<file path="src/rtl/nonogram_pkg.sv">
// Shared types for the line-option dispatcher: queue entry layout,
// dispatch state encoding and option-memory address helper.
package nonogram_pkg;

  localparam int unsigned BOARD_SIZE = 4;
  localparam int unsigned NUM_W      = BOARD_SIZE + 1;
  localparam int unsigned MEM_AW     = 8;

  typedef struct packed {
    logic                  row;
    logic [BOARD_SIZE-1:0] line;
    logic [NUM_W-1:0]      num;
    logic [NUM_W-1:0]      cursor;
    logic [MEM_AW-1:0]     base;
  } entry_t;

  typedef enum logic [2:0] {
    ST_IDLE,
    ST_FETCH,
    ST_RD,
    ST_ISSUE,
    ST_WAIT,
    ST_RD_LAST,
    ST_SWAP,
    ST_DONE
  } disp_state_t;

  // Address of option idx of a line; wraps modulo 2**MEM_AW.
  function automatic logic [MEM_AW-1:0] opt_addr(input logic [MEM_AW-1:0] base,
                                                 input logic [NUM_W-1:0]  idx);
    return base + MEM_AW'(idx);
  endfunction

endpackage

</file>
<file path="src/rtl/line_option_dispatcher_queue.sv">
// Circular buffer of unresolved line entries feeding the dispatcher.
module line_queue
  import nonogram_pkg::*;
#(
  parameter int unsigned DEPTH = 2 * BOARD_SIZE
) (
  input  logic                       clk,
  input  logic                       rst_n,
  input  logic                       push_i,
  input  entry_t                     push_data_i,
  input  logic                       pop_i,
  output entry_t                     head_o,
  output logic [$clog2(DEPTH+1)-1:0] count_o,
  output logic                       full_o,
  output logic                       empty_o
);

  localparam int unsigned PTR_W = (DEPTH > 1) ? $clog2(DEPTH) : 1;
  localparam int unsigned CNT_W = $clog2(DEPTH + 1);

  entry_t             slots_q [DEPTH];
  logic [PTR_W-1:0]   head_q, head_d;
  logic [PTR_W-1:0]   tail_q, tail_d;
  logic [CNT_W-1:0]   count_q, count_d;
  logic               push_ok;
  logic               pop_ok;

  function automatic logic [PTR_W-1:0] ptr_inc(input logic [PTR_W-1:0] p);
    return (p == PTR_W'(DEPTH - 1)) ? '0 : p + PTR_W'(1);
  endfunction

  assign full_o  = (count_q == CNT_W'(DEPTH));
  assign empty_o = (count_q == '0);
  assign count_o = count_q;
  assign head_o  = slots_q[head_q];

  // A push while full is only legal when a pop frees the head slot in the same cycle.
  assign push_ok = push_i && (!full_o || pop_i);
  assign pop_ok  = pop_i && !empty_o;

  always_comb begin
    head_d  = pop_ok ? ptr_inc(head_q) : head_q;
    tail_d  = push_ok ? ptr_inc(tail_q) : tail_q;
    count_d = count_q + CNT_W'(push_ok) - CNT_W'(pop_ok);
  end

  always_ff @(posedge clk or negedge rst_n) begin
    if (!rst_n) begin
      head_q  <= '0;
      tail_q  <= '0;
      count_q <= '0;
    end else begin
      head_q  <= head_d;
      tail_q  <= tail_d;
      count_q <= count_d;
    end
  end

  always_ff @(posedge clk) begin
    if (push_ok) begin
      slots_q[tail_q] <= push_data_i;
    end
  end

endmodule

</file>
<file path="src/rtl/line_option_dispatcher.sv">
// Producer side of the line solver's option/put-back protocol: issues one
// candidate option per turn from a circular queue of unresolved lines.
module line_option_dispatcher
  import nonogram_pkg::*;
#(
  parameter int unsigned SIZE      = BOARD_SIZE,
  parameter int unsigned DEPTH     = 2 * SIZE,
  parameter int unsigned ADDR_W    = MEM_AW,
  parameter int unsigned STALL_LIM = 16
) (
  input  logic              clk,
  input  logic              rst_n,
  input  logic              load_valid,
  output logic              load_ready,
  input  logic              load_row,
  input  logic [SIZE-1:0]   load_line,
  input  logic [SIZE:0]     load_num,
  input  logic [ADDR_W-1:0] load_base,
  input  logic              start,
  output logic [ADDR_W-1:0] mem_addr,
  output logic              mem_re,
  input  logic [SIZE-1:0]   mem_rdata,
  output logic              mem_we,
  output logic [SIZE-1:0]   mem_wdata,
  output logic [SIZE-1:0]   option,
  output logic [SIZE-1:0]   line_ind,
  output logic              row,
  output logic [SIZE:0]     option_num,
  output logic              valid_op,
  input  logic              resp_valid,
  input  logic              resp_put_back,
  output logic              busy,
  output logic              done,
  output logic              stuck
);

  localparam int unsigned CNT_W   = $clog2(DEPTH + 1);
  localparam int unsigned STALL_W = $clog2(STALL_LIM + 1);

  disp_state_t        state_q, state_d;
  entry_t             work_q, work_d;
  entry_t             nxt_c;
  entry_t             load_entry_c;
  entry_t             q_head;
  entry_t             q_push_data;
  logic [SIZE-1:0]    opt_q, opt_d;
  logic [STALL_W-1:0] stall_q, stall_d;
  logic [STALL_W-1:0] stall_inc;
  logic               done_q, done_d;
  logic               stuck_q, stuck_d;
  logic               q_push;
  logic               q_pop;
  logic               q_full;
  logic               q_empty;
  logic [CNT_W-1:0]   q_count;
  logic [NUM_W-1:0]   cur_inc;
  logic [NUM_W-1:0]   num_dec;

  line_queue #(
    .DEPTH (DEPTH)
  ) u_queue (
    .clk         (clk),
    .rst_n       (rst_n),
    .push_i      (q_push),
    .push_data_i (q_push_data),
    .pop_i       (q_pop),
    .head_o      (q_head),
    .count_o     (q_count),
    .full_o      (q_full),
    .empty_o     (q_empty)
  );

  assign load_entry_c = '{row: load_row, line: load_line, num: load_num,
                          cursor: '0, base: load_base};

  assign cur_inc   = work_q.cursor + NUM_W'(1);
  assign num_dec   = work_q.num - NUM_W'(1);
  assign stall_inc = stall_q + STALL_W'(1);

  assign load_ready = (state_q == ST_IDLE) && !q_full;
  assign busy       = (state_q != ST_IDLE) && (state_q != ST_DONE);
  assign done       = done_q;
  assign stuck      = stuck_q;
  assign option     = opt_q;
  assign line_ind   = work_q.line;
  assign row        = work_q.row;
  assign option_num = work_q.num;

  always_comb begin
    state_d     = state_q;
    work_d      = work_q;
    opt_d       = opt_q;
    stall_d     = stall_q;
    done_d      = done_q;
    stuck_d     = stuck_q;
    nxt_c       = work_q;
    q_push      = 1'b0;
    q_push_data = work_q;
    q_pop       = 1'b0;
    mem_addr    = '0;
    mem_re      = 1'b0;
    mem_we      = 1'b0;
    mem_wdata   = '0;
    valid_op    = 1'b0;

    unique case (state_q)
      ST_IDLE: begin
        if (load_valid && load_ready && (load_num != '0)) begin
          q_push      = 1'b1;
          q_push_data = load_entry_c;
        end
        if (start) begin
          if (q_empty) begin
            state_d = ST_DONE;
            done_d  = 1'b1;
          end else begin
            state_d = ST_FETCH;
          end
        end
      end

      ST_FETCH: begin
        q_pop    = 1'b1;
        work_d   = q_head;
        mem_addr = opt_addr(q_head.base, q_head.cursor);
        mem_re   = 1'b1;
        state_d  = ST_RD;
      end

      ST_RD: begin
        opt_d   = mem_rdata;
        state_d = ST_ISSUE;
      end

      ST_ISSUE: begin
        valid_op = 1'b1;
        state_d  = ST_WAIT;
      end

      ST_WAIT: begin
        if (resp_valid) begin
          if (work_q.num == NUM_W'(1)) begin
            stall_d = '0;
            if (q_count == '0) begin
              state_d = ST_DONE;
              done_d  = 1'b1;
            end else begin
              state_d = ST_FETCH;
            end
          end else if (resp_put_back) begin
            nxt_c.cursor = (cur_inc == work_q.num) ? '0 : cur_inc;
            work_d       = nxt_c;
            q_push       = 1'b1;
            q_push_data  = nxt_c;
            stall_d      = stall_inc;
            if (stall_inc == STALL_W'(STALL_LIM)) begin
              stuck_d = 1'b1;
              state_d = ST_DONE;
            end else begin
              state_d = ST_FETCH;
            end
          end else begin
            // Cursor < num always, so cursor >= num-1 reduces to equality;
            // after a swap the cursor is already inside the shrunk range.
            stall_d   = '0;
            nxt_c.num = num_dec;
            if (work_q.cursor != num_dec) begin
              work_d  = nxt_c;
              state_d = ST_RD_LAST;
            end else begin
              nxt_c.cursor = '0;
              work_d       = nxt_c;
              q_push       = 1'b1;
              q_push_data  = nxt_c;
              state_d      = ST_FETCH;
            end
          end
        end
      end

      ST_RD_LAST: begin
        mem_addr = opt_addr(work_q.base, work_q.num);
        mem_re   = 1'b1;
        state_d  = ST_SWAP;
      end

      ST_SWAP: begin
        mem_we      = 1'b1;
        mem_addr    = opt_addr(work_q.base, work_q.cursor);
        mem_wdata   = mem_rdata;
        q_push      = 1'b1;
        q_push_data = work_q;
        state_d     = ST_FETCH;
      end

      ST_DONE: begin
        state_d = ST_DONE;
      end
    endcase
  end

  always_ff @(posedge clk or negedge rst_n) begin
    if (!rst_n) begin
      state_q <= ST_IDLE;
      work_q  <= '0;
      opt_q   <= '0;
      stall_q <= '0;
      done_q  <= 1'b0;
      stuck_q <= 1'b0;
    end else begin
      state_q <= state_d;
      work_q  <= work_d;
      opt_q   <= opt_d;
      stall_q <= stall_d;
      done_q  <= done_d;
      stuck_q <= stuck_d;
    end
  end

endmodule

</file>
<file path="config.mk">
export PLATFORM = sky130hd
export DESIGN_NAME = line_option_dispatcher
export DESIGN_NICKNAME = d
export VERILOG_FILES = /design/src/rtl/nonogram_pkg.sv /design/src/rtl/line_option_dispatcher_queue.sv /design/src/rtl/line_option_dispatcher.sv
export SDC_FILE = /design/constraint.sdc
export NUM_CORES = 1
export LEC_CHECK = 0
export ABC_AREA = 1
export CORE_MARGIN = 5
export CORE_UTILIZATION = 55
export CTS_CLUSTER_DIAMETER = 50
export DETAILED_ROUTE_END_ITERATION = 8
export GPL_TIMING_DRIVEN = 0
export PLACE_DENSITY = 0.85
export SLEW_MARGIN = 20
export SYNTH_ARGS = -nofsm -noshare
export SYNTH_HDL_FRONTEND = slang
export SYNTH_HIERARCHICAL = 1
export SYNTH_SLANG_ARGS = --single-unit
</file>
<file path="constraint.sdc">
create_clock -name clk -period 2.99 [get_ports clk]
set_input_delay 0.299 -clock clk [delete_from_list [all_inputs] [get_ports clk]]
set_output_delay 0.299 -clock clk [all_outputs]
set_load 0.02 [all_outputs]
</file>
### Yosys cells after proc, flatten, opt, wreduce, memory -nomap -nowiden

Memories as Yosys holds them, arrays and structs flattened.
Cells that the tools add are included.

* word-level logic and storage cells: 113
* memories kept: 1
* bits in registers: 47
* memory bits (writable): 184
* output and inout port bits: 33
* input port bits: 28

* mux-type cells: 43
* reductions and logical operators: 23
* bitwise logic cells: 2
* $add $sub $neg: 10
* equality and inequality tests: 21

Memory list
* u_queue.slots_q: words 8, width 23, rd ports 1, clocked after Yosys merged registers in 0, wr ports 1, line line_option_dispatcher_queue.sv:21 `entry_t slots_q [DEPTH];`

Operators by type and width (count)
* 18-bit 2-to-1 mux: 7
* 23-bit case mux with 2 select lines: 2
* 3-bit 2-to-1 mux: 9
* 8-bit by 5-bit adder with 8-bit output: 3
* 3-bit case mux with 8 select lines: 1
* 8-bit case mux with 3 select lines: 1
* 23-bit 2-to-1 mux: 1
* 3-bit equality test (second input constant): 6
* 1-bit 2-to-1 mux: 15
* 5-bit 2-to-1 mux: 3
* 13-bit 2-to-1 mux: 1
* 4-bit AND reduction: 3
* 5-bit by 1-bit adder with 5-bit output (second input constant): 2
* 2-bit inequality test (second input constant): 5
* 3-bit by 1-bit adder with 3-bit output (second input constant): 2
* 3-bit by 2-bit equality test with 1-bit output (second input constant): 2
* 1-bit logical AND: 6
* 3-bit inequality test (second input constant): 2
* 2-bit AND reduction: 3
* 5-bit by 1-bit equality test with 1-bit output (second input constant): 1
* 5-bit equality test: 1
* 5-bit equality test (second input constant): 1
* 5-bit inequality test: 1
* 5-bit AND reduction: 1
* other kinds (17): 20

### Logic depth before layout (Yosys ltp)

* depth in word-level cells: 10
* mapped depth: 20

### Hierarchy

The synthesis kept the hierarchy.

Modules (own cells, without submodules)
* line_queue: cells each 879, times used 1, area each 8704.6 um^2, sequential area each 5775.5 um^2
* line_option_dispatcher: cells each 537, times used 1, area each 3464.6 um^2, sequential area each 925.9 um^2

### Least setup slack after synthesis

No wires, ideal clock.

* kind: register -> register
* start point: register work_q (netlist bit option_num[0])
* end point: memory u_queue/slots_q[0][0] (netlist name), enable pin
* library setup time: 0.403 ns
* stages on the path, launching flop included: 16
* arrival: 2.910 ns
* data required time: 2.587 ns
* slack: -0.323 ns
* buffers on the path: 1
* cell sequence: dfrtp_1 -> inv_2 -> ha_1 -> inv_1 -> nand2_1 -> nand2_1 -> nor2_1 -> nand3_2 -> nor2_4 -> nand2_2 -> nand2_2 -> nand2_4 -> nand3_1 -> nand2_1 -> buf_2 -> nor2_1

* word-level cells in the longest chain between the ends: 10
* elaborated cells between the ends (all ways): 11
* those cells by class: add/sub: 1; eq/ne: 2; mux: 7; reduce/logical: 1

Ends and longest elaborated chain
* start, declared: line line_option_dispatcher.sv:41 `entry_t work_q, work_d;`
* start signal, assigned: line line_option_dispatcher.sv:212 `work_q <= work_d;`
* 5-bit by 1-bit subtractor with 5-bit output: line line_option_dispatcher.sv:77 `assign num_dec = work_q.num - NUM_W'(1);`
* 5-bit inequality test: line line_option_dispatcher.sv:167 `if (work_q.cursor != num_dec) begin`
* 1-bit 2-to-1 mux: line line_option_dispatcher.sv:167
* 1-bit 2-to-1 mux: line line_option_dispatcher.sv:150 `end else if (resp_put_back) begin`
* 1-bit 2-to-1 mux *: line line_option_dispatcher.sv:142 `if (work_q.num == NUM_W'(1)) begin`
* 1-bit 2-to-1 mux *: line line_option_dispatcher.sv:141 `if (resp_valid) begin`
* 1-bit case mux with 3 select lines *: line line_option_dispatcher.sv:106 `unique case (state_q)`
* net q_push: line line_option_dispatcher.sv:51 `logic q_push;`
* 1-bit logical AND *: line line_option_dispatcher_queue.sv:38 `assign push_ok = push_i && (!full_o || pop_i);`
* 1-bit 2-to-1 mux *: line line_option_dispatcher_queue.sv:60 `if (push_ok) begin`
* 1-bit 2-to-1 mux (not written as such) *: line line_option_dispatcher_queue.sv:61 `slots_q[tail_q] <= push_data_i;`
* end, declared: line line_option_dispatcher_queue.sv:21

Mark *: on every way through the listed nets, which the timed path passes. The rest lies on a longest branch.

==> run_results.csv <==
group,metric,value,unit
status,outcome,"finished with violations",
status,violations,"setup timing",
finish,n_fill_cell,1431,
synth,synth_flop_cell,"edfxtp_1",
synth,yosysWarnings,6,
worst_setup_path,crit_type,"reg -> out",
drt,wl_per_cell,19.2,um
timing,relSlewSlack,0.278,
worst_setup_path,reg2reg_from,"option_num[1]",
timing,fmax,293,MHz
worst_setup_path,cp-start-kind,"flip-flop",
timing,finalClockSkew,16.4,ps
synth,ys_types,38,
place,numPortBuffers,60,
worst_setup_path,crit_top_cell,"nand3_2",
drt,via_per_inst,5.66,
floorplanning,die_h,159,um
worst_hold_path,hold_start,"mem_rdata[2]",
worst_hold_path,hold_end,"option[2]",
drt,drc_errors,0,
worst_setup_path,critPathMaxStageDelay,460,ps
floorplanning,pin_count,61,
place,place_inst,1764,
floorplanning,fp.dieW,159,um
finish,instances_no_fill,1879,
pwr,combPwrFrac,0.549,
timing,finalHoldViolCount,0,
pwr,power.leakage,0.00725,uW
worst_setup_path,required,2690,ps
synth,syn_avg_cell_area,8.59,um^2
worst_setup_path,crit_fanout,8,
place,dp_hpwl,22.5,mm
job,maxCapViolCount,0,
timing,setup_violations,7,
drt,drt_iter0_markers,1353,
synth,syn-num-nets,1472,
drt,ant_nets,0,
finish,syn_to_final_growth,26.0,%
global_routing,grt_antenna_before_repair,0,
finish,diodes,0,
worst_setup_path,ff2ff_path_depth,17,
drt,routed_wl,36.0,mm
drt,wl_met3,3.46,mm
timing,fin_tns_setup,-2050,ps
worst_setup_path,r2r-end,"u_queue/slots_q[1][4]",
drt,num_vias,10600,
pwr,irDropWorstVdd,0.838,mV
timing,tightest_slew,1070,ps
global_routing,globalRoute.totalOverflow,0,
global_routing,grt_max_degree,48,
worst_setup_path,reg2reg_slack,80,ps
global_routing,grt_use_total,0.272,
synth,synth_area,12200,um^2
worst_setup_path,path_cells,"inv_4, buf_12, buf_12, nand2_4, nand3_2, nand2_1, nand2_1, nand2_4, ha_4, fa_2, nand3_2, nand3_2, and2_4, o21ai_2, xor2_1, o21ai_2, buf_6",
worst_setup_path,slowest_stage,"dfrtp_2",
drt,wirelength_met1,13.1,mm
finish,final_nets,1635,
finish,drive_gt1_frac,0.189,
global_routing,grt_pass1_wl,55.9,mm
cts,root_buffer,"clkbuf_16",
worst_hold_path,hold_depth,3,
pwr,p_int,10100,uW
place,routabilityCongestion,0.942,
cts,insertion_delay,540,ps
pwr,p_seq_frac,0.280,
cts,cts_tree,"yes",
floorplanning,core_area,21800,um^2
cts,htree_levels,1,
floorplanning,initial_core_util,0.558,
pwr,p_clk_frac,0.171,
pwr,switching_share,0.436,
synth,synth_edf_count,184,
timing,finalMaxSlewViolations,0,
timing,rsz0062_at_grt,"yes",
synth,ys_ff_latch,231,
floorplanning,die_area,25200,um^2
drt,wl_met2,17.6,mm
synth,postSynthCellCount,1416,
worst_setup_path,cp-end-kind,"output pin",
timing,min_period,3410,ps
cts,cts_buffer_depth,3,
global_routing,grt_pass1_vias,10600,
pwr,power_density,1170,nW/um^2
drt,drt_pre_antenna_iters,6,
cts,cts_inserted_buffers,26,
timing,min_period_over_period,1.14,
cts,path_clk_slew,60,ps
cts,clkSinkCount,231,
floorplanning,core.rowCount,54,
pwr,p_sw,7810,uW
worst_setup_path,arrival,3110,ps
timing,final.setup.worst_slack,-420,ps
drt,top_layer_used,"met4",
synth,synth_seq_area_share,0.551,
synth,async_flop_share,0.203,
worst_hold_path,hold_class,"in -> reg",
## cell families (layout without fill, tap and decap cells)
kind of cell | count (synthesis) | in the layout | synth area share
multiplexers | 1 | 1 | 0.000823
AND/OR/NAND/NOR | 750 | 751 | 0.264
XOR/XNOR | 9 | 9 | 0.00648
buffers and inverters | 318 | 500 | 0.113
adder cells (fa/ha/maj) | 28 | 28 | 0.0306
AO/OA/AOI/OAI | 79 | 79 | 0.0350
flip-flops | 231 | 231 | 0.551
## cells in the mapped netlist, types with 6 or more instances
| cell type | n | share of area |
|---|---|---|
| ha_1 | 25 | 0.026 |
| buf_6 | 10 | 0.0093 |
| o21ai_1 | 7 | 0.0029 |
| buf_2 | 22 | 0.0090 |
| buf_4 | 19 | 0.012 |
| inv_2 | 10 | 0.0031 |
| nand3_1 | 152 | 0.063 |
| xor2_1 | 7 | 0.0050 |
| clkbuf_1 | 6 | 0.0019 |
| nor2_1 | 50 | 0.015 |
| dfrtp_1 | 47 | 0.097 |
| o21ai_0 | 46 | 0.019 |
| edfxtp_1 | 184 | 0.45 |
| a21oi_1 | 16 | 0.0066 |
| nand2_1 | 502 | 0.15 |
| inv_1 | 247 | 0.076 |
| nand4_1 | 22 | 0.011 |
## flip-flops by register name, summed over array words and instances (netlist names), 4 cells and up
signal,count
u_queue/slots_q,184
nxt_c,8
line_ind,4
u_queue/count_o,4
work_q,5
stall_q,5
option,4
option_num,5
## cell type report
cell class                      count  area, um^2  area share
Sequential cell                   231        6710       0.438
Multi-Input combinational cell    868        4540       0.296
Timing Repair Buffer              137        1400      0.0913
Inverter                          258         985      0.0642
Clock buffer                       28         658      0.0429
Buffer                             57         517      0.0337
Tap cell                          280         350      0.0228
Clock inverter                     20         178      0.0116
## worst max-delay path, delay by kind of cell, from the launching register on
| kind | cells | cell delay (ps) |
|---|---|---|
| compound gates | 2 | 200 |
| xor+xnor | 1 | 180 |
| fa+ha+maj | 2 | 540 |
| buf+inv | 4 | 520 |
| flops | 1 | 460 |
| simple gates | 8 | 660 |
## placed cells by master (no fill, tap or decap), types with 4 or more instances in the layout
cell,instances
nand3_2,14
xor2_1,7
nor2_2,4
nand2_4,10
ha_1,16
nand2_1,474
inv_1,241
nand2_2,25
ha_4,8
dfrtp_2,9
nor2_4,12
o21ai_1,8
o21ai_0,39
buf_12,8
clkinv_1,6
buf_16,8
clkbuf_16,26
clkinv_2,4
buf_4,78
buf_2,15
clkdlybuf4s50_1,51
a21oi_1,13
inv_2,11
clkbuf_1,6
nor2_1,38
buf_6,22
buf_8,5
nand4_1,22
edfxtp_1,184
dfrtp_1,38
nand3_1,141
clkinv_4,4
o21ai_2,5
inv_4,5
## layer usage
metal | track usage | up-vias
li1 | - | 4818
met1 | 0.343 | 4957
met5 | 0 | -
met4 | 0.131 | 0
met2 | 0.462 | 690
met3 | 0.0415 | 169
## how the worst max path moves through the flow
stage | start | end | slack, ps | cells past startpoint
after detailed placement | u_queue/count_o[2] | u_queue/count_o[2] | -980 | 15
after global placement | option_num[1] | u_queue/slots_q[4][4] | -1570 | 15
after global routing | u_queue/head_q[0] | mem_addr[6] | -510 | 17
after CTS | u_queue/head_q[0] | mem_addr[6] | -410 | 16
final | u_queue/head_q[0] | mem_addr[6] | -420 | 17
after floorplan | option_num[1] | u_queue/slots_q[0][0] | -230 | 15
## per-stage QoR
step                worst slack, ps  hold slack, ps  area (um^2)  total power (uW)  utilization
floorplan                      -230            3.41        12200              9970            -
detailed placement             -985             400        13400             12600        0.615
global route                   -508             359        15300             18900        0.703
finish                         -420             346        15300             17900        0.703
CTS                            -414             338        15000             17100        0.688
global placement              -1570             463        13100             12100        0.602
## power by group through the flow
stage / logic, uW / clock network (uW) / registers (uW)
after CTS: 9030 / 3080 / 4970
final: 9830 / 3060 / 5010
after floorplan: 5020 / 0 / 4950
after detailed placement: 7550 / 0 / 5040
after global routing: 10600 / 3220 / 5060
after global placement: 7110 / 0 / 5030
## repair_timing
action                                  CTS  global route
gates resized for setup                 148            48
pin swaps                                21            25
cloned                                    1             0
setup buffers                            44            24
endpoints found under the setup margin  197           184
hold endpoints to repair                 47             0
hold buffers                              1             0
(Power assumes the default switching activity.)
